[src/rtl/pc_pkg.sv]
// Shared types and helpers for the program-counter sequencer.
package pc_pkg;

  typedef enum logic [1:0] {
    BOOT,
    RUN,
    HALT
  } pc_state_e;

  typedef enum logic [1:0] {
    SEL_HOLD,
    SEL_INC,
    SEL_REDIR,
    SEL_TRAP
  } pc_sel_e;

  // Widest address the mask helper can describe; callers truncate to their width.
  localparam int MAX_ADDR_WIDTH = 128;

  // Mask that clears the instruction-offset bits of an address.
  function automatic logic [MAX_ADDR_WIDTH-1:0] align_mask(input int unsigned offset_bits);
    return {MAX_ADDR_WIDTH{1'b1}} << offset_bits;
  endfunction

endpackage

[src/rtl/pc_sequencer_if.sv]
// Fetch-request bus between the PC sequencer (master) and the fetch stage (slave).
interface pc_sequencer_if #(
  parameter int ADDR_WIDTH = 64
) ();

  logic                  fetch_valid;
  logic                  fetch_ready;
  logic [ADDR_WIDTH-1:0] fetch_addr;

  modport master (
    output fetch_valid,
    output fetch_addr,
    input  fetch_ready
  );

  modport slave (
    input  fetch_valid,
    input  fetch_addr,
    output fetch_ready
  );

endinterface

[src/rtl/pc_next_sel.sv]
// Combinational next-PC priority select: trap > misaligned redirect > redirect > fire > hold.
module pc_next_sel
  import pc_pkg::*;
#(
  parameter int                    ADDR_WIDTH  = 64,
  parameter logic [ADDR_WIDTH-1:0] TRAP_VECTOR = 'h100,
  parameter int                    INSTR_BYTES = 4
) (
  input  logic                  trap,
  input  logic                  redirect,
  input  logic                  fire,
  input  logic                  misalign,
  input  logic [ADDR_WIDTH-1:0] pc,
  input  logic [ADDR_WIDTH-1:0] redirect_addr,
  output pc_sel_e               sel,
  output logic [ADDR_WIDTH-1:0] next_pc
);

  // Pick the highest-priority source and its target address.
  always_comb begin
    // NOTE: every output gets a default first so no path leaves it unassigned (no latch).
    sel     = SEL_HOLD;
    next_pc = pc;
    if (trap || (redirect && misalign)) begin
      sel     = SEL_TRAP;
      next_pc = TRAP_VECTOR;
    end else if (redirect) begin
      sel     = SEL_REDIR;
      next_pc = redirect_addr;
    end else if (fire) begin
      // Natural truncation wraps the top of the address space back to 0.
      sel     = SEL_INC;
      next_pc = pc + ADDR_WIDTH'(INSTR_BYTES);
    end
  end

endmodule

[src/rtl/pc_sequencer.sv]
// Program-counter sequencer: owns the PC, the BOOT/RUN/HALT state and the fetch handshake.
// Optional feature: define PC_MISALIGN_TRAP_EN to turn misaligned redirects into traps
// and expose the misalign_out pulse; otherwise redirect targets are silently aligned.
module pc_sequencer
  import pc_pkg::*;
#(
  parameter int                    ADDR_WIDTH_POW = 6,
  localparam int                   ADDR_WIDTH     = 1 << ADDR_WIDTH_POW,
  parameter logic [ADDR_WIDTH-1:0] RESET_VECTOR   = '0,
  parameter logic [ADDR_WIDTH-1:0] TRAP_VECTOR    = 'h100,
  parameter int                    INSTR_BYTES    = 4
) (
  input  logic                  clk_in,
  input  logic                  reset,
  input  logic                  stall_in,
  input  logic                  redirect_valid,
  input  logic [ADDR_WIDTH-1:0] redirect_addr,
  input  logic                  trap_valid,
  input  logic                  halt_req,
  input  logic                  resume_req,
  output logic                  pc_halted,
`ifdef PC_MISALIGN_TRAP_EN
  output logic                  misalign_out,
`endif
  pc_sequencer_if.master        fetch_bus
);

  localparam int unsigned           OFFSET_BITS = $clog2(INSTR_BYTES);
  localparam logic [ADDR_WIDTH-1:0] ADDR_MASK   = ADDR_WIDTH'(align_mask(OFFSET_BITS));

  pc_state_e             state, state_next;
  pc_sel_e               pc_sel;
  logic [ADDR_WIDTH-1:0] pc, pc_next;
  logic [ADDR_WIDTH-1:0] redirect_aligned;
  logic                  active, trap_eff, redirect_eff, misaligned, take_trap, fire;

  // Events are only honoured once the sequencer has left BOOT.
  assign active           = (state != BOOT);
  assign trap_eff         = trap_valid & active;
  assign redirect_eff     = redirect_valid & active;
  assign redirect_aligned = redirect_addr & ADDR_MASK;

`ifdef PC_MISALIGN_TRAP_EN
  assign misaligned = redirect_eff & (|(redirect_addr & ~ADDR_MASK));
`else
  assign misaligned = 1'b0;
`endif

  assign take_trap = trap_eff | misaligned;

  // Fetch is offered only in RUN, never during reset or a stall.
  assign fetch_bus.fetch_valid = (state == RUN) & ~stall_in & ~reset;
  assign fetch_bus.fetch_addr  = pc;
  assign fire                  = fetch_bus.fetch_valid & fetch_bus.fetch_ready;

  pc_next_sel #(
    .ADDR_WIDTH  (ADDR_WIDTH),
    .TRAP_VECTOR (TRAP_VECTOR),
    .INSTR_BYTES (INSTR_BYTES)
  ) u_next_sel (
    .trap          (trap_eff),
    .redirect      (redirect_eff),
    .fire          (fire),
    .misalign      (misaligned),
    .pc            (pc),
    .redirect_addr (redirect_aligned),
    .sel           (pc_sel),
    .next_pc       (pc_next)
  );

  // Next-state decode: traps always land in RUN; halt beats resume while running.
  always_comb begin
    state_next = state;
    unique case (state)
      BOOT:    state_next = RUN;
      RUN:     if (!take_trap && halt_req) state_next = HALT;
      HALT:    if (take_trap || resume_req) state_next = RUN;
      default: state_next = BOOT;
    endcase
  end

  // State, PC and status registers with synchronous reset.
  always_ff @(posedge clk_in) begin
    // NOTE: non-blocking assignments so every register samples pre-edge values.
    if (reset) begin
      state     <= BOOT;
      pc        <= RESET_VECTOR;
      pc_halted <= 1'b0;
`ifdef PC_MISALIGN_TRAP_EN
      misalign_out <= 1'b0;
`endif
    end else begin
      state     <= state_next;
      pc_halted <= (state_next == HALT);
      if (pc_sel != SEL_HOLD) pc <= pc_next;
`ifdef PC_MISALIGN_TRAP_EN
      misalign_out <= misaligned;
`endif
    end
  end

endmodule

[src/flat_wrapper.sv]
// flat-port wrapper written by rule: the top's interface ports become plain ports
module pc_sequencer_flat import pc_pkg::*;
#(
  parameter int                    ADDR_WIDTH_POW = 6,
  localparam int                   ADDR_WIDTH     = 1 << ADDR_WIDTH_POW,
  parameter logic [ADDR_WIDTH-1:0] RESET_VECTOR   = '0,
  parameter logic [ADDR_WIDTH-1:0] TRAP_VECTOR    = 'h100,
  parameter int                    INSTR_BYTES    = 4
)
  (clk_in, reset, stall_in, redirect_valid, redirect_addr, trap_valid, halt_req, resume_req, pc_halted, fetch_bus_fetch_valid, fetch_bus_fetch_addr, fetch_bus_fetch_ready);
  pc_sequencer_if #(.ADDR_WIDTH(64)) fetch_bus_i ();
  input  logic clk_in;
  input  logic reset;
  input  logic stall_in;
  input  logic redirect_valid;
  input  logic [ADDR_WIDTH-1:0] redirect_addr;
  input  logic trap_valid;
  input  logic halt_req;
  input  logic resume_req;
  output logic pc_halted;
  output wire logic [$bits(fetch_bus_i.fetch_valid)-1:0] fetch_bus_fetch_valid;
  output wire logic [$bits(fetch_bus_i.fetch_addr)-1:0] fetch_bus_fetch_addr;
  input wire logic [$bits(fetch_bus_i.fetch_ready)-1:0] fetch_bus_fetch_ready;
  assign fetch_bus_fetch_valid = fetch_bus_i.fetch_valid;
  assign fetch_bus_fetch_addr = fetch_bus_i.fetch_addr;
  assign fetch_bus_i.fetch_ready = fetch_bus_fetch_ready;
  pc_sequencer #(.ADDR_WIDTH_POW(ADDR_WIDTH_POW), .RESET_VECTOR(RESET_VECTOR), .TRAP_VECTOR(TRAP_VECTOR), .INSTR_BYTES(INSTR_BYTES)) u_core (.clk_in(clk_in), .reset(reset), .stall_in(stall_in), .redirect_valid(redirect_valid), .redirect_addr(redirect_addr), .trap_valid(trap_valid), .halt_req(halt_req), .resume_req(resume_req), .pc_halted(pc_halted), .fetch_bus(fetch_bus_i));
endmodule
[config.mk]
export PLATFORM = sky130hd
export DESIGN_NAME = pc_sequencer_flat
export DESIGN_NICKNAME = d
export VERILOG_FILES = /design/src/rtl/pc_pkg.sv /design/src/rtl/pc_sequencer_if.sv /design/src/rtl/pc_next_sel.sv /design/src/rtl/pc_sequencer.sv /design/src/flat_wrapper.sv
export SDC_FILE = /design/constraint.sdc
export NUM_CORES = 1
export LEC_CHECK = 0
export CORE_ASPECT_RATIO = 0.9
export CORE_UTILIZATION = 30
export DETAILED_ROUTE_END_ITERATION = 10
export PLACE_DENSITY = 0.59
export SLEW_MARGIN = 20
export SYNTH_ARGS = -nofsm -noshare
export SYNTH_HDL_FRONTEND = slang
export SYNTH_HIERARCHICAL = 1
export SYNTH_SLANG_ARGS = --single-unit
[constraint.sdc]
create_clock -name clk_in -period 3 [get_ports clk_in]
set_input_delay 0.6 -clock clk_in [delete_from_list [all_inputs] [get_ports clk_in]]
set_output_delay 0.6 -clock clk_in [all_outputs]
set_load 0.02 [all_outputs]
==> qor_table.md, run 1 <==
| Quantity | Reported |
|:---|:---|
| Count of unique library cells instantiated by Yosys | 52 |
| Cells resized by post-CTS repair | 0 |
| Most used DFF post-synth | sky130_fd_sc_hd__dfxtp_1 |
| Slew of the pin with the lowest slew margin | 0.826 ns |
| Final setup violation count | 0 |
| Gate Count Post-Synth | 647 |
| Portion of the post-synthesis area used by sequential elements | 0.263 |
| Async SR Flop Fraction | 0 |
| Post-layout instance count excluding filler cells | 992 |
| CTS hold repair buffers | 0 |
| Area of the die | 17,600 um2 |
| Via count of the first global-routing pass | 4,833 |
| Portion of synthesized cell area occupied by the leading cell type | 0.263 |
| Met1 capacity usage during global routing | 0.279 |
| Global-route wire length before repair | 27,500 um |
| Detailed Routing Iterations Pass 1 | 4 |
| Cell Rows | 44 |
| Pin count of the biggest net entering global routing | 68 |
| Most frequently used cell type in the post-synthesis netlist | sky130_fd_sc_hd__a21oi_1 |
| Maximum level of the CTS H-tree | 3 |
| Met2 track demand over resource | 0.302 |
| Detail-routed net length per standard cell | 17.2 um |
| Final nets | 853 |
| Buffer cell driving the clock tree root | sky130_fd_sc_hd__clkbuf_16 |
| Area of all placed cells without fillers | 7150 um2 |
| Largest voltage drop on the vdd net | 0.279 mV |
| Worst R2R Start | u_core/state[0] |
| Endpoint of the worst register-to-register path | u_core/fetch_bus.fetch_addr[60] |
| DRC Markers | 0 |
| YS warnings | 6 |
| Initial Util | 0.311 |
| Growth of design area from synthesis to finish | 39.9% |
| DRC violation total after the first TritonRoute iteration | 482 |
| Clock slew at the register clock pins of the worst setup and hold paths | 0.05 ns |
| Final-layout fill cell count | 1,643 |
| Wire length reported by the detailed router | 17,100 um |
| Crit share post-route | 0.949 |
| Clk network pwr share | 0.386 |
| Crit path to | u_core/fetch_bus.fetch_addr[60] |
| Average instance area after synthesis | 7.89 um2 |
| Routed Antenna Nets | 0 |
| Part of the total power dissipated in sequential elements | 0.367 |
| Combinational fraction of design power | 0.248 |
| Most numerous cell types in the synthesized netlist | sky130_fd_sc_hd__a21oi_1 (73), sky130_fd_sc_hd__o21ai_0 (69), sky130_fd_sc_hd__dfxtp_1 (67) |
| Dpl hpwl | 11,600 um |
| Final min period | 2.85 ns |
| Total standard cell area after synthesis | 5110 um2 |
| Buffers inserted during post-CTS setup optimization | 0 |
| Number of instances on the worst hold path | 2 |
| Switching portion of total power | 0.301 |
| Detail-routed via count per cell | 5.30 |
| Top Ports | 138 |
| Startpoint Class | input pin |
| Setup Skew | 0.00503 ns |
| Layer with the highest usage after global routing | met2 |
| Crit path from | stall_in |
| Total overflow reported by the global router | 0 |
| Number of antenna violations at the first check in global routing | 0 |
| Area of combinational cells with multiple inputs | 3490 um2 |
| Share of layout cells above drive strength 1 | 0.155 |
| Number of CTS-inserted buffers | 9 |
| Required time reported for the critical path endpoint | 3.19 ns |
| Final Util | 0.436 |
| Cells on worst reg2reg path | 11 |
| Net load switching power | 0.000824 W |
| Clock insertion delay at the later pin of the skew report | 0.34 ns |
| Status | complete, no violations |
| Startpoint of the worst hold path | u_core/fetch_bus.fetch_addr[0] |
| Slew Viols, Final | 0 |
| Number of diodes added for antenna fixing | 0 |
| Critical Path End Type | register |
| Worst min-delay path class | reg -> reg |
| Leakage power total | 2.46 nW |
| Top post-synthesis cells by area | sky130_fd_sc_hd__dfxtp_1 (26%), sky130_fd_sc_hd__or3b_1 (9.8%), sky130_fd_sc_hd__o221a_2 (7.5%), sky130_fd_sc_hd__a21oi_1 (7.2%), sky130_fd_sc_hd__o21ai_0 (6.8%) |
| Count of flip-flops with a built-in enable after synthesis | 0 |
| CTS Buffer Depth | 2 |
| Minimum setup slack among reg-to-reg paths | 0.44 ns |
| Critical path class | in -> reg |
| Cell taking the most area after synthesis | sky130_fd_sc_hd__dfxtp_1 |
| Clock net sink count | 67 |
| P per Cell Area | 383 nW/um2 |
| Global-route track usage on met3 | 0.0502 |
| RD Place Congestion | 0.786 |
| TritonCTS clock tree | done |
| Count of buffers inserted at the top-level ports | 135 |
| Number of violations of the max-capacitance limit | 0 |
| Relative max-transition margin | 0.449 |
| CP arrival | 3.03 ns |
| Worst Slack Setup Final | 0.153 ns |
| Number of endpoints with negative hold slack in the final report | 0 |
| Placed inst area | 6840 um2 |
| Die width | 140 um |
| Pre-CTS setup slack | -0.241 ns |
| Unrepaired setup endpoints after global routing | no |
| Placed Instances | 976 |
| Area of the core region | 16,400 um2 |
| DR vias | 5,255 |
| GRT Util Overall | 0.199 |
| Number of synthesized register bits | 67 |
| Highest net fanout along the worst path | 4 |
| Final worst hold slack | 0.573 ns |
| Cell-internal power | 0.00191 W |
| Die height | 126 um |
| Sequential Area | 1340 um2 |
| Achievable frequency | 351 MHz |
## worst min path at each step
stage                                                end  slack (ns)
after floorplan                         u_core/pc_halted        0.53
after global placement    u_core/fetch_bus.fetch_addr[1]        0.56
after detailed placement  u_core/fetch_bus.fetch_addr[1]        0.57
after CTS                 u_core/fetch_bus.fetch_addr[1]        0.58
after global routing      u_core/fetch_bus.fetch_addr[0]        0.60
final                     u_core/fetch_bus.fetch_addr[0]        0.57
## critical path, cell delays in order
cell and delay [ns]:
sky130_fd_sc_hd__clkdlybuf4s50_1 0.44, sky130_fd_sc_hd__nor4b_4 0.28, sky130_fd_sc_hd__and2_4 0.20, sky130_fd_sc_hd__nand4_1 0.16, sky130_fd_sc_hd__nor2_2 0.15, sky130_fd_sc_hd__buf_4 0.17, sky130_fd_sc_hd__nand2_2 0.09, sky130_fd_sc_hd__nor4_1 0.42
sky130_fd_sc_hd__xor2_1 0.12, sky130_fd_sc_hd__o221a_2 0.25, sky130_fd_sc_hd__o21ai_0 0.07, sky130_fd_sc_hd__a21oi_1 0.09
## cells by family after synthesis
family,synth area share
and+or+nand+nor,0.303
AOI/OAI and AO/OA,0.254
buffers and inverters,0.0674
DFF,0.263
xor gates and xnor gates,0.105
muxes,0.00588
adders and majority gates,0.00245
other,0.000734
## metrics by stage
stage | power, W | TNS (ns)
floorplan | 0.00140 | 0
global placement | 0.00170 | -4.03
finish | 0.00274 | 0
CTS | 0.00277 | 0
global route | 0.00288 | 0
detailed placement | 0.00169 | -4.92
## power by group through the flow
stage | Clock [W] | Sequential (W) | Combinational [W]
final | 0.00106 | 0.00100 | 0.000678
after global routing | 0.00113 | 0.00101 | 0.000735
after CTS | 0.00109 | 0.00100 | 0.000676
after detailed placement | 0 | 0.00102 | 0.000672
after global placement | 0 | 0.00102 | 0.000672
after floorplan | 0 | 0.00106 | 0.000341
## registers in the layout, indices dropped and copies added (netlist names)
name / count
u_core/pc_halted: 1
u_core/fetch_bus.fetch_addr: 64
u_core/state: 2
## layout by cell type (no fill, tap or decap), types with 3 or more instances in the layout
cell	netlist	layout
sky130_fd_sc_hd__nand2b_1	7	7
sky130_fd_sc_hd__xnor2_1	30	30
sky130_fd_sc_hd__buf_4	2	35
sky130_fd_sc_hd__clkbuf_16	0	9
sky130_fd_sc_hd__nor3_1	15	15
sky130_fd_sc_hd__nand3_1	22	21
sky130_fd_sc_hd__a211oi_1	4	4
sky130_fd_sc_hd__nor2_1	40	39
sky130_fd_sc_hd__dfxtp_1	67	67
sky130_fd_sc_hd__o21a_1	6	5
sky130_fd_sc_hd__clkdlybuf4s50_1	0	134
sky130_fd_sc_hd__nor4_2	5	4
sky130_fd_sc_hd__inv_1	12	12
sky130_fd_sc_hd__nor4_4	2	3
sky130_fd_sc_hd__xor2_1	31	31
sky130_fd_sc_hd__o221a_2	34	34
sky130_fd_sc_hd__a21oi_1	73	72
sky130_fd_sc_hd__nand2_1	36	36
sky130_fd_sc_hd__nor4_1	3	3
sky130_fd_sc_hd__nand4_1	17	17
sky130_fd_sc_hd__o21ai_0	69	68
sky130_fd_sc_hd__or3b_1	57	57
sky130_fd_sc_hd__buf_12	0	5
sky130_fd_sc_hd__o21ai_1	13	13
sky130_fd_sc_hd__conb_1	1	5
sky130_fd_sc_hd__clkbuf_8	0	4
sky130_fd_sc_hd__mux2i_1	3	3
sky130_fd_sc_hd__or3b_2	8	8
sky130_fd_sc_hd__and3_1	5	5
sky130_fd_sc_hd__nor2b_1	3	3
## layout make-up
cell class              count  share of cell area
inverters                  13             0.00683
multi-input cells         514               0.489
flip-flops and latches     67               0.188
repair buffers            175               0.239
clock buffers              15              0.0403
clock inverters             1            0.000700
well taps                 207              0.0362
## metal layers
layer  routed length [um]  vias to the layer above
li1                     -                     2640
met1                 8440                     2429
met2                 7500                      174
met3                 1020                       12
met4                  120                        0
met5                    0                        -
(Power assumes the default switching activity.)
==> run 2: changes to the inputs <==
--- a/config.mk
+++ b/config.mk
@@ -8,6 +8,7 @@
 export CORE_ASPECT_RATIO = 0.9
 export CORE_UTILIZATION = 30
 export DETAILED_ROUTE_END_ITERATION = 10
+export GPL_TIMING_DRIVEN = 0
 export PLACE_DENSITY = 0.59
 export SLEW_MARGIN = 20
 export SYNTH_ARGS = -nofsm -noshare
==> run 2 against run 1 <==
Net effect:
- register-to-register slack got worse by 0.17 ns
- sequential power about the same
- sequential share of layout area decreased by 0.20 points
- die area unchanged
- via count increased by 5.3%
- combinational power increased by 5.0%
- sequential cell count unchanged
- final area increased by 1.1%
- first-iteration DRC count increased by 9.8%
- largest power group unchanged
==> qor_table.md, run 2 (same netlist as run 1, synthesis figures left out) <==
| Quantity | Reported | Delta |
|:---|:---|:---|
| Leakage power total | 2.54 nW | was 2.46 nW |
| Clock insertion delay at the later pin of the skew report | 0.35 ns | was 0.34 ns |
| Final-layout fill cell count | 1,688 | was 1,643 |
| Cell type group with the largest total delay on the critical path | buffers and inverters | was simple AND/OR/NAND/NOR gates |
| Final setup violation count | 0 | unchanged |
| DRC violation total after the first TritonRoute iteration | 529 | was 482 |
| Status | complete, no violations | unchanged |
| Buffer cell driving the clock tree root | sky130_fd_sc_hd__clkbuf_16 | unchanged |
| Post-layout instance count excluding filler cells | 1,014 | was 992 |
| Startpoint Class | input pin | unchanged |
| Maximum level of the CTS H-tree | 3 | unchanged |
| Final Util | 0.440 | was 0.436 |
| Number of diodes added for antenna fixing | 0 | unchanged |
| Total overflow reported by the global router | 0 | unchanged |
| Area of the core region | 16,400 um2 | unchanged |
| Count of buffers inserted at the top-level ports | 134 | was 135 |
| Die width | 140 um | unchanged |
| Clk network pwr share | 0.387 | was 0.386 |
| Unrepaired setup endpoints after global routing | no | unchanged |
| DRC Markers | 0 | unchanged |
| CP arrival | 3.08 ns | was 3.03 ns |
| Detail-routed net length per standard cell | 18.6 um | was 17.2 um |
| Required time reported for the critical path endpoint | 3.27 ns | was 3.19 ns |
| Combinational fraction of design power | 0.253 | was 0.248 |
| Part of the total power dissipated in sequential elements | 0.359 | was 0.367 |
| Setup Skew | 0.0127 ns | was 0.00503 ns |
| Slew Viols, Final | 0 | unchanged |
| Dpl hpwl | 13,500 um | was 11,600 um |
| Cell-internal power | 0.00195 W | was 0.00191 W |
| Growth of design area from synthesis to finish | 41.5% | was 39.9% |
| Relative max-transition margin | 0.292 | was 0.449 |
| GRT Util Overall | 0.217 | was 0.199 |
| Placed inst area | 6740 um2 | was 6840 um2 |
| Share of layout cells above drive strength 1 | 0.147 | was 0.155 |
| Clock slew at the register clock pins of the worst setup and hold paths | 0.06 ns | was 0.05 ns |
| Number of violations of the max-capacitance limit | 0 | unchanged |
| Pin count of the biggest net entering global routing | 12 | was 68 |
| Area of all placed cells without fillers | 7220 um2 | was 7150 um2 |
| Detail-routed via count per cell | 5.46 | was 5.30 |
| Clock net sink count | 67 | unchanged |
| Master of the slowest instance on the critical path | sky130_fd_sc_hd__clkdlybuf4s50_1 | unchanged |
| Critical path class | in -> reg | unchanged |
| Worst min-delay path class | reg -> reg | unchanged |
| CTS hold repair buffers | 0 | unchanged |
| Largest stage delay, worst path | 0.47 ns | was 0.44 ns |
| CP most frequent cell | sky130_fd_sc_hd__a21oi_1 |  |
| Final nets | 876 | was 853 |
| Number of endpoints with negative hold slack in the final report | 0 | unchanged |
| TritonCTS clock tree | done | unchanged |
| Area of the die | 17,600 um2 | unchanged |
| Net load switching power | 0.000859 W | was 0.000824 W |
| Commonest non-fill, non-tap cell in the layout | sky130_fd_sc_hd__clkdlybuf4s50_1 | unchanged |
| Cells traversed along the worst timing path | clkdlybuf4s50_1, o21a_2, a21oi_1, buf_4, clkbuf_4, o21ai_0, buf_6, clkbuf_2, or3b_1, a21oi_1 | was clkdlybuf4s50_1, nor4b_4, and2_4, nand4_1, nor2_2, buf_4, nand2_2, nor4_1, xor2_1, o221a_2, o21ai_0, a21oi_1 |
| P per Cell Area | 389 nW/um2 | was 383 nW/um2 |
| Highest net fanout along the worst path | 10 | was 4 |
| Top Ports | 138 | unchanged |
| Slew of the pin with the lowest slew margin | 1.06 ns | was 0.826 ns |
| DR vias | 5,536 | was 5,255 |
| Cell Rows | 44 | unchanged |
| Switching portion of total power | 0.306 | was 0.301 |
| Crit share post-route | 0.937 | was 0.949 |
| Flip-flop count of the largest register after layout | 64 | unchanged |
| CTS Buffer Depth | 2 | unchanged |
| Final min period | 2.81 ns | was 2.85 ns |
| Number of CTS-inserted buffers | 9 | unchanged |
| Routed Antenna Nets | 0 | unchanged |
| RD Place Congestion | 0.835 | was 0.786 |
| Critical Path End Type | register | unchanged |
| Wire length reported by the detailed router | 18,900 um | was 17,100 um |
| Via count of the first global-routing pass | 5,346 | was 4,833 |
| Die height | 126 um | unchanged |
| Placed Instances | 992 | was 976 |
| Detailed Routing Iterations Pass 1 | 5 | was 4 |
| Initial Util | 0.311 | unchanged |
| CP Buf/Inv Count | 5 | was 2 |
| Largest voltage drop on the vdd net | 0.244 mV | was 0.279 mV |
| Global-route wire length before repair | 29,600 um | was 27,500 um |
| Leading cell types in the layout, fill and taps excluded | sky130_fd_sc_hd__clkdlybuf4s50_1 (133), sky130_fd_sc_hd__a21oi_1 (73), sky130_fd_sc_hd__o21ai_0 (69), sky130_fd_sc_hd__dfxtp_1 (67), sky130_fd_sc_hd__or3b_1 (57) | was sky130_fd_sc_hd__clkdlybuf4s50_1 (134), sky130_fd_sc_hd__a21oi_1 (72), sky130_fd_sc_hd__o21ai_0 (68), sky130_fd_sc_hd__dfxtp_1 (67), sky130_fd_sc_hd__or3b_1 (57) |
| Number of antenna violations at the first check in global routing | 0 | unchanged |
| Achievable frequency | 356 MHz | was 351 MHz |
## run 2: cell count changes in the layout (fill, tap and decap cells not counted), sizes merged
cell | previous run | this run
bufinv | 0 | 1
buf | 41 | 25
dlymetal6s2s | 0 | 1
inv | 13 | 12
clkinv | 1 | 2
clkbuf | 15 | 52
clkdlybuf4s50 | 134 | 133
## run 2: worst paths after layout
path	from	end	slack, ns	cells after the start
worst min-delay path	u_core/fetch_bus.fetch_addr[0]	u_core/fetch_bus.fetch_addr[0]	0.58	2
worst max register to register	u_core/state[0]	u_core/fetch_bus.fetch_addr[34]	0.27	12
worst max-delay path	trap_valid	u_core/fetch_bus.fetch_addr[17]	0.19	10
worst min register to register	u_core/fetch_bus.fetch_addr[0]	u_core/fetch_bus.fetch_addr[0]	0.58	2
## run 2: layout make-up
| cell class | count | area, um2 | area share |
|---|---|---|---|
| plain buffers | 56 | 309 | 0.0428 |
| well taps | 207 | 259 | 0.0359 |
| inverters | 13 | 50.0 | 0.00693 |
| clock inverters | 2 | 35.0 | 0.00485 |
| repair buffers | 142 | 1400 | 0.194 |
| multi-input cells | 514 | 3570 | 0.494 |
| clock buffers | 13 | 260 | 0.0360 |
| flip-flops and latches | 67 | 1340 | 0.186 |
## run 2: through the flow
| stage | setup WS [ns] | hold WS (ns) | total power, W | setup TNS, ns |
|---|---|---|---|---|
| 2_1_floorplan | 0.0231 | 0.534 | 0.00140 | 0 |
| 3_3_place_gp | -0.864 | 0.565 | 0.00173 | -53.17 |
| 3_5_place_dp | -0.908 | 0.573 | 0.00172 | -54.88 |
| 4_1_cts | 0.00685 | 0.579 | 0.00282 | 0 |
| 5_1_grt | 0.0273 | 0.607 | 0.00295 | 0 |
| 6_report | 0.189 | 0.582 | 0.00281 | 0 |
## run 2: timing repair
action	CTS	global route
gates resized for setup	11	27
setup buffers	4	4
pin swaps	2	11
endpoints found under the hold margin	0	0
setup endpoints to repair	64	64
## run 2: tightest hold or removal path: cells and delay by family, from the launching register on
kind	cells	cell delay (ns)
AOI/OAI and AO/OA	1	0.06
DFF	1	0.31
and+or+nand+nor	1	0.16
## run 2: layer usage
layer	vias to the layer above	GRT usage	wire [um]
li1	2676	-	-
met1	2638	0.305	9120
met2	199	0.331	8250
met3	23	0.0517	1260
met4	0	0.0556	279
met5	-	0	0
## run 2: power groups by stage
stage / combinational, W / clock (W) / sequential (W)
3_5_place_dp: 0.000696 / 0 / 0.00103
6_report: 0.000712 / 0.00109 / 0.00101
2_1_floorplan: 0.000341 / 0 / 0.00106
5_1_grt: 0.000765 / 0.00117 / 0.00102
3_3_place_gp: 0.000698 / 0 / 0.00103
4_1_cts: 0.000701 / 0.00111 / 0.00101
==> RTL change 1: new RTL, flow settings as in run 2 <==
The 3 states of `pc_state_e` get a one-hot encoding in 3 bits.
--- a/src/rtl/pc_pkg.sv
+++ b/src/rtl/pc_pkg.sv
@@ -3,6 +3,6 @@
 
-  typedef enum logic [1:0] {
-    BOOT,
-    RUN,
-    HALT
+  typedef enum logic [2:0] {
+    BOOT = 3'b001,
+    RUN  = 3'b010,
+    HALT = 3'b100
   } pc_state_e;
Formal check against the unedited RTL: same outputs for any inputs over 10 cycles, from zero or initial values and one cycle with reset high; not proved beyond that.
==> RTL change 1 against run 2 <==
Routed wire length down 11%; sequential share of layout area up 1.6 points; register-to-register slack worse by 30 ps; final area down 6.6%; sequential cell count up 1; synthesized area down 8.5%; worst setup slack better by 22 ps; highest routed layer unchanged.
Power is not compared: it rests on default switching activity, and its combinational part moved more than twofold at a synthesized area within 25%.
==> RTL change 1: results <==
metrics = {
    "status": {
        "status": "completed",
    },
    "place": {
        "hpwl_microns": 12300,
        "gp_congestion": 0.816,
    },
    "global_route": {
        "grt_use_met3_pct": 5.41,
        "grt_pass1_wl_microns": 26200,
        "grt_start_max_net_pins": 20,
        "met2_usage_pct": 32.1,
    },
    "critical_path": {
        "r2r-start": "u_core/fetch_bus.fetch_addr[35]",
        "r2r_slack_ps": 240,
        "ff2ff_path_depth": 8,
        "startpoint": "stall_in",
        "crit_arrival_ps": 3060,
        "r2r-end": "u_core/fetch_bus.fetch_addr[57]",
        "crit_path_end": "u_core/fetch_bus.fetch_addr[55]",
    },
    "route": {
        "routed-wl-met3_microns": 1290,
        "wire_per_inst_microns": 16.8,
        "dr_wl_met2_microns": 7350,
        "wl_met1_microns": 7930,
        "drt-initial-drc-count": 391,
    },
    "synth": {
        "synth_cell_types": 50,
        "ys_seq_area_share_pct": 29.1,
    },
    "timing": {
        "fin_worst_hold_slack_ps": 499,
        "worstMarginPinSlew_ps": 1170,
        "fin_skew_ps": 10.0,
    },
    "hold_path": {
        "hold_start": "u_core/fetch_bus.fetch_addr[45]",
        "min_to": "u_core/fetch_bus.fetch_addr[45]",
    },
    "final_layout": {
        "drive_above_1_share_pct": 13.5,
    },
}
[RTL change 1: changes by cell type in the layout (fill, tap and decap cells not counted), moves of 8 or more]
| cell | change |
|---|---|
| o21ai_1 | -12 |
| buf_2 | +12 |
| or3b_2 | -8 |
| clkbuf_1 | -10 |
| buf_6 | -9 |
| nand2_1 | +128 |
| o21ai_0 | -51 |
| clkbuf_2 | -11 |
| or3b_1 | -57 |
[RTL change 1: worst reg2reg max path, stage by stage, from the launching register on]
cell and delay (ps):
dfxtp_1 460, nand2_1 210, nor3_1 700, nand2_1 290
nor4_1 380, xor2_1 230, o221a_2 220, nand2_1 50
a21oi_1 140
[RTL change 1: cells by family after synthesis]
group           Yosys count  share of synthesized area (%)
compound gates          142                           21.0
flops                    68                           29.1
buf+inv                  55                           5.03
mux                       3                          0.642
fa+ha+maj                 1                          0.268
xor+xnor                 62                           11.6
other cells               1                         0.0802
simple gates            311                           32.3
[RTL change 1: what timing repair did]
| item | in CTS | in global routing |
|---|---|---|
| gates resized for setup | 16 | 12 |
| setup buffers | 4 | 7 |
| pin swaps | 4 | 4 |
| setup endpoints to repair | 64 | 63 |
[RTL change 1: cell type report]
type	instances	area (sq um)
Tap cell	198	248
Fill cell	1536	8230
Timing Repair Buffer	146	1440
Buffer	39	190
Inverter	14	55.1
Sequential cell	68	1360
Clock inverter	2	10.0
Multi-Input combinational cell	524	3190
Clock buffer	14	254
[RTL change 1: stage by stage]
stage,cell area [sq um],setup slack [ps],cells
after global placement,6300,-996,980
after floorplan,4700,18.1,647
final,6750,210,1005
after detailed placement,6300,-1010,980
after global routing,6750,15.5,1005
after CTS,6660,14.4,999
==> RTL change 2: new RTL, flow settings as in run 2 <==
Without the edit above. `TRAP_VECTOR` is set to 'h100 in 3 places; all go to 'h080.
--- a/src/rtl/pc_next_sel.sv
+++ b/src/rtl/pc_next_sel.sv
@@ -5,3 +5,3 @@
   parameter int                    ADDR_WIDTH  = 64,
-  parameter logic [ADDR_WIDTH-1:0] TRAP_VECTOR = 'h100,
+  parameter logic [ADDR_WIDTH-1:0] TRAP_VECTOR = 'h080,
   parameter int                    INSTR_BYTES = 4
--- a/src/rtl/pc_sequencer.sv
+++ b/src/rtl/pc_sequencer.sv
@@ -9,3 +9,3 @@
   parameter logic [ADDR_WIDTH-1:0] RESET_VECTOR   = '0,
-  parameter logic [ADDR_WIDTH-1:0] TRAP_VECTOR    = 'h100,
+  parameter logic [ADDR_WIDTH-1:0] TRAP_VECTOR    = 'h080,
   parameter int                    INSTR_BYTES    = 4
--- a/src/flat_wrapper.sv
+++ b/src/flat_wrapper.sv
@@ -6,3 +6,3 @@
   parameter logic [ADDR_WIDTH-1:0] RESET_VECTOR   = '0,
-  parameter logic [ADDR_WIDTH-1:0] TRAP_VECTOR    = 'h100,
+  parameter logic [ADDR_WIDTH-1:0] TRAP_VECTOR    = 'h080,
   parameter int                    INSTR_BYTES    = 4
Formal check against the unedited RTL: not equivalent (Yosys sat finds a counterexample within 4 cycles, from zero or initial values and one cycle with reset high).
==> RTL change 2 against run 2 <==
The flow now finishes with violations (DRC); final area fell by 1.2%; count of clock-buffer cells in the layout fell by 2; synthesized area shrank 1.0%; routed wire length down 2.5%; final cell count fell by 1.3%; sequential cell count stayed put; non-clock buffer count grew 5; combinational power shrank 1%; total power shrank 6.2%; first-iteration DRC count down 9.1%; worst setup slack got worse by 88 ps; critical path type is now reg2reg; largest cell class unchanged; largest power group is now registers.
==> RTL change 2: results <==
metrics = {
    "status": {
        "status": "finished, violations left",
        "failed_checks": "DRC",
    },
    "synth": {
        "synthAdderAreaFrac_pct": 0.247,
        "synth_area_leaders": "dfxtp_1, or3b_1, a21oi_1",
        "yosys.area_share.xor_xnor_pct": 10.6,
        "yosys-mux-area-fraction_pct": 0.594,
        "synth_cell_types": 46,
        "postSynthCellCount": 634,
    },
    "power": {
        "p_leak_nw": 2.45,
        "switchingPower_w": 0.000833,
    },
    "critical_path": {
        "cp_top_family": "simple AND/OR/NAND/NOR gates",
        "path_max_fanout": 8,
        "r2r-end": "u_core/fetch_bus.fetch_addr[45]",
        "r2r-start": "u_core/fetch_bus.fetch_addr[28]",
        "slowest_delay_ps": 880,
        "ff2ff_path_depth": 9,
    },
    "route": {
        "drc_errors": 8,
        "via_per_inst": 5.40,
        "dr_wl_met2_microns": 8130,
        "drt-initial-drc-count": 481,
        "finalWirelength_microns": 18400,
        "dr.pass1.iters": 10,
    },
    "global_route": {
        "grt_pass1_vias": 5068,
        "grt_pass1_wl_microns": 28900,
        "gr-usage-met1_pct": 31.1,
        "grt_use_met3_pct": 4.71,
        "grt_usage_pct": 21.6,
        "met2_usage_pct": 32.1,
    },
    "place": {
        "hpwl_microns": 13200,
        "placed_cells": 978,
    },
    "timing": {
        "fin_skew_ps": 7.97,
    },
}
-- RTL change 2: cell type report --
cell class | count | area, sq um
well taps | 207 | 259
plain buffers | 56 | 312
flip-flops and latches | 67 | 1340
fillers | 1633 | 9160
clock inverters | 1 | 5.00
clock buffers | 11 | 233
repair buffers | 147 | 1450
inverters | 11 | 46.3
multi-input cells | 501 | 3490
-- RTL change 2: how the worst min path moves through the flow --
stage                                         from                              to  slack (ps)
floorplan                          u_core/state[0]                u_core/pc_halted         530
global placement    u_core/fetch_bus.fetch_addr[1]  u_core/fetch_bus.fetch_addr[1]         570
detailed placement  u_core/fetch_bus.fetch_addr[1]  u_core/fetch_bus.fetch_addr[1]         570
CTS                 u_core/fetch_bus.fetch_addr[1]  u_core/fetch_bus.fetch_addr[1]         580
global route        u_core/fetch_bus.fetch_addr[1]  u_core/fetch_bus.fetch_addr[1]         600
finish              u_core/fetch_bus.fetch_addr[1]  u_core/fetch_bus.fetch_addr[1]         580
-- RTL change 2: metrics by stage --
step                      area, sq um  setup slack, ps
final                            7130              100
after global routing             7130             4.50
after CTS                        7020             5.55
after detailed placement         6690             -905
after global placement           6690             -858
after floorplan                  5080             61.6
-- RTL change 2: power by group through the flow --
stage,Combinational [W],Clock [W],Sequential [W]
after floorplan,0.000337,0,0.00106
after global placement,0.000688,0,0.00102
after detailed placement,0.000689,0,0.00102
after CTS,0.000694,0.000946,0.00101
after global routing,0.000755,0.000989,0.00102
final,0.000702,0.000926,0.00101
-- RTL change 2: worst reg2reg max path, stage by stage, from the launching register on --
cell and delay (ps):
dfxtp_1 480, nand4_1 200, nor3_1 880, nand4_1 310
buf_4 250, nor2_1 140, xor2_1 150, o221a_1 180
o21ai_0 80, a21oi_1 140
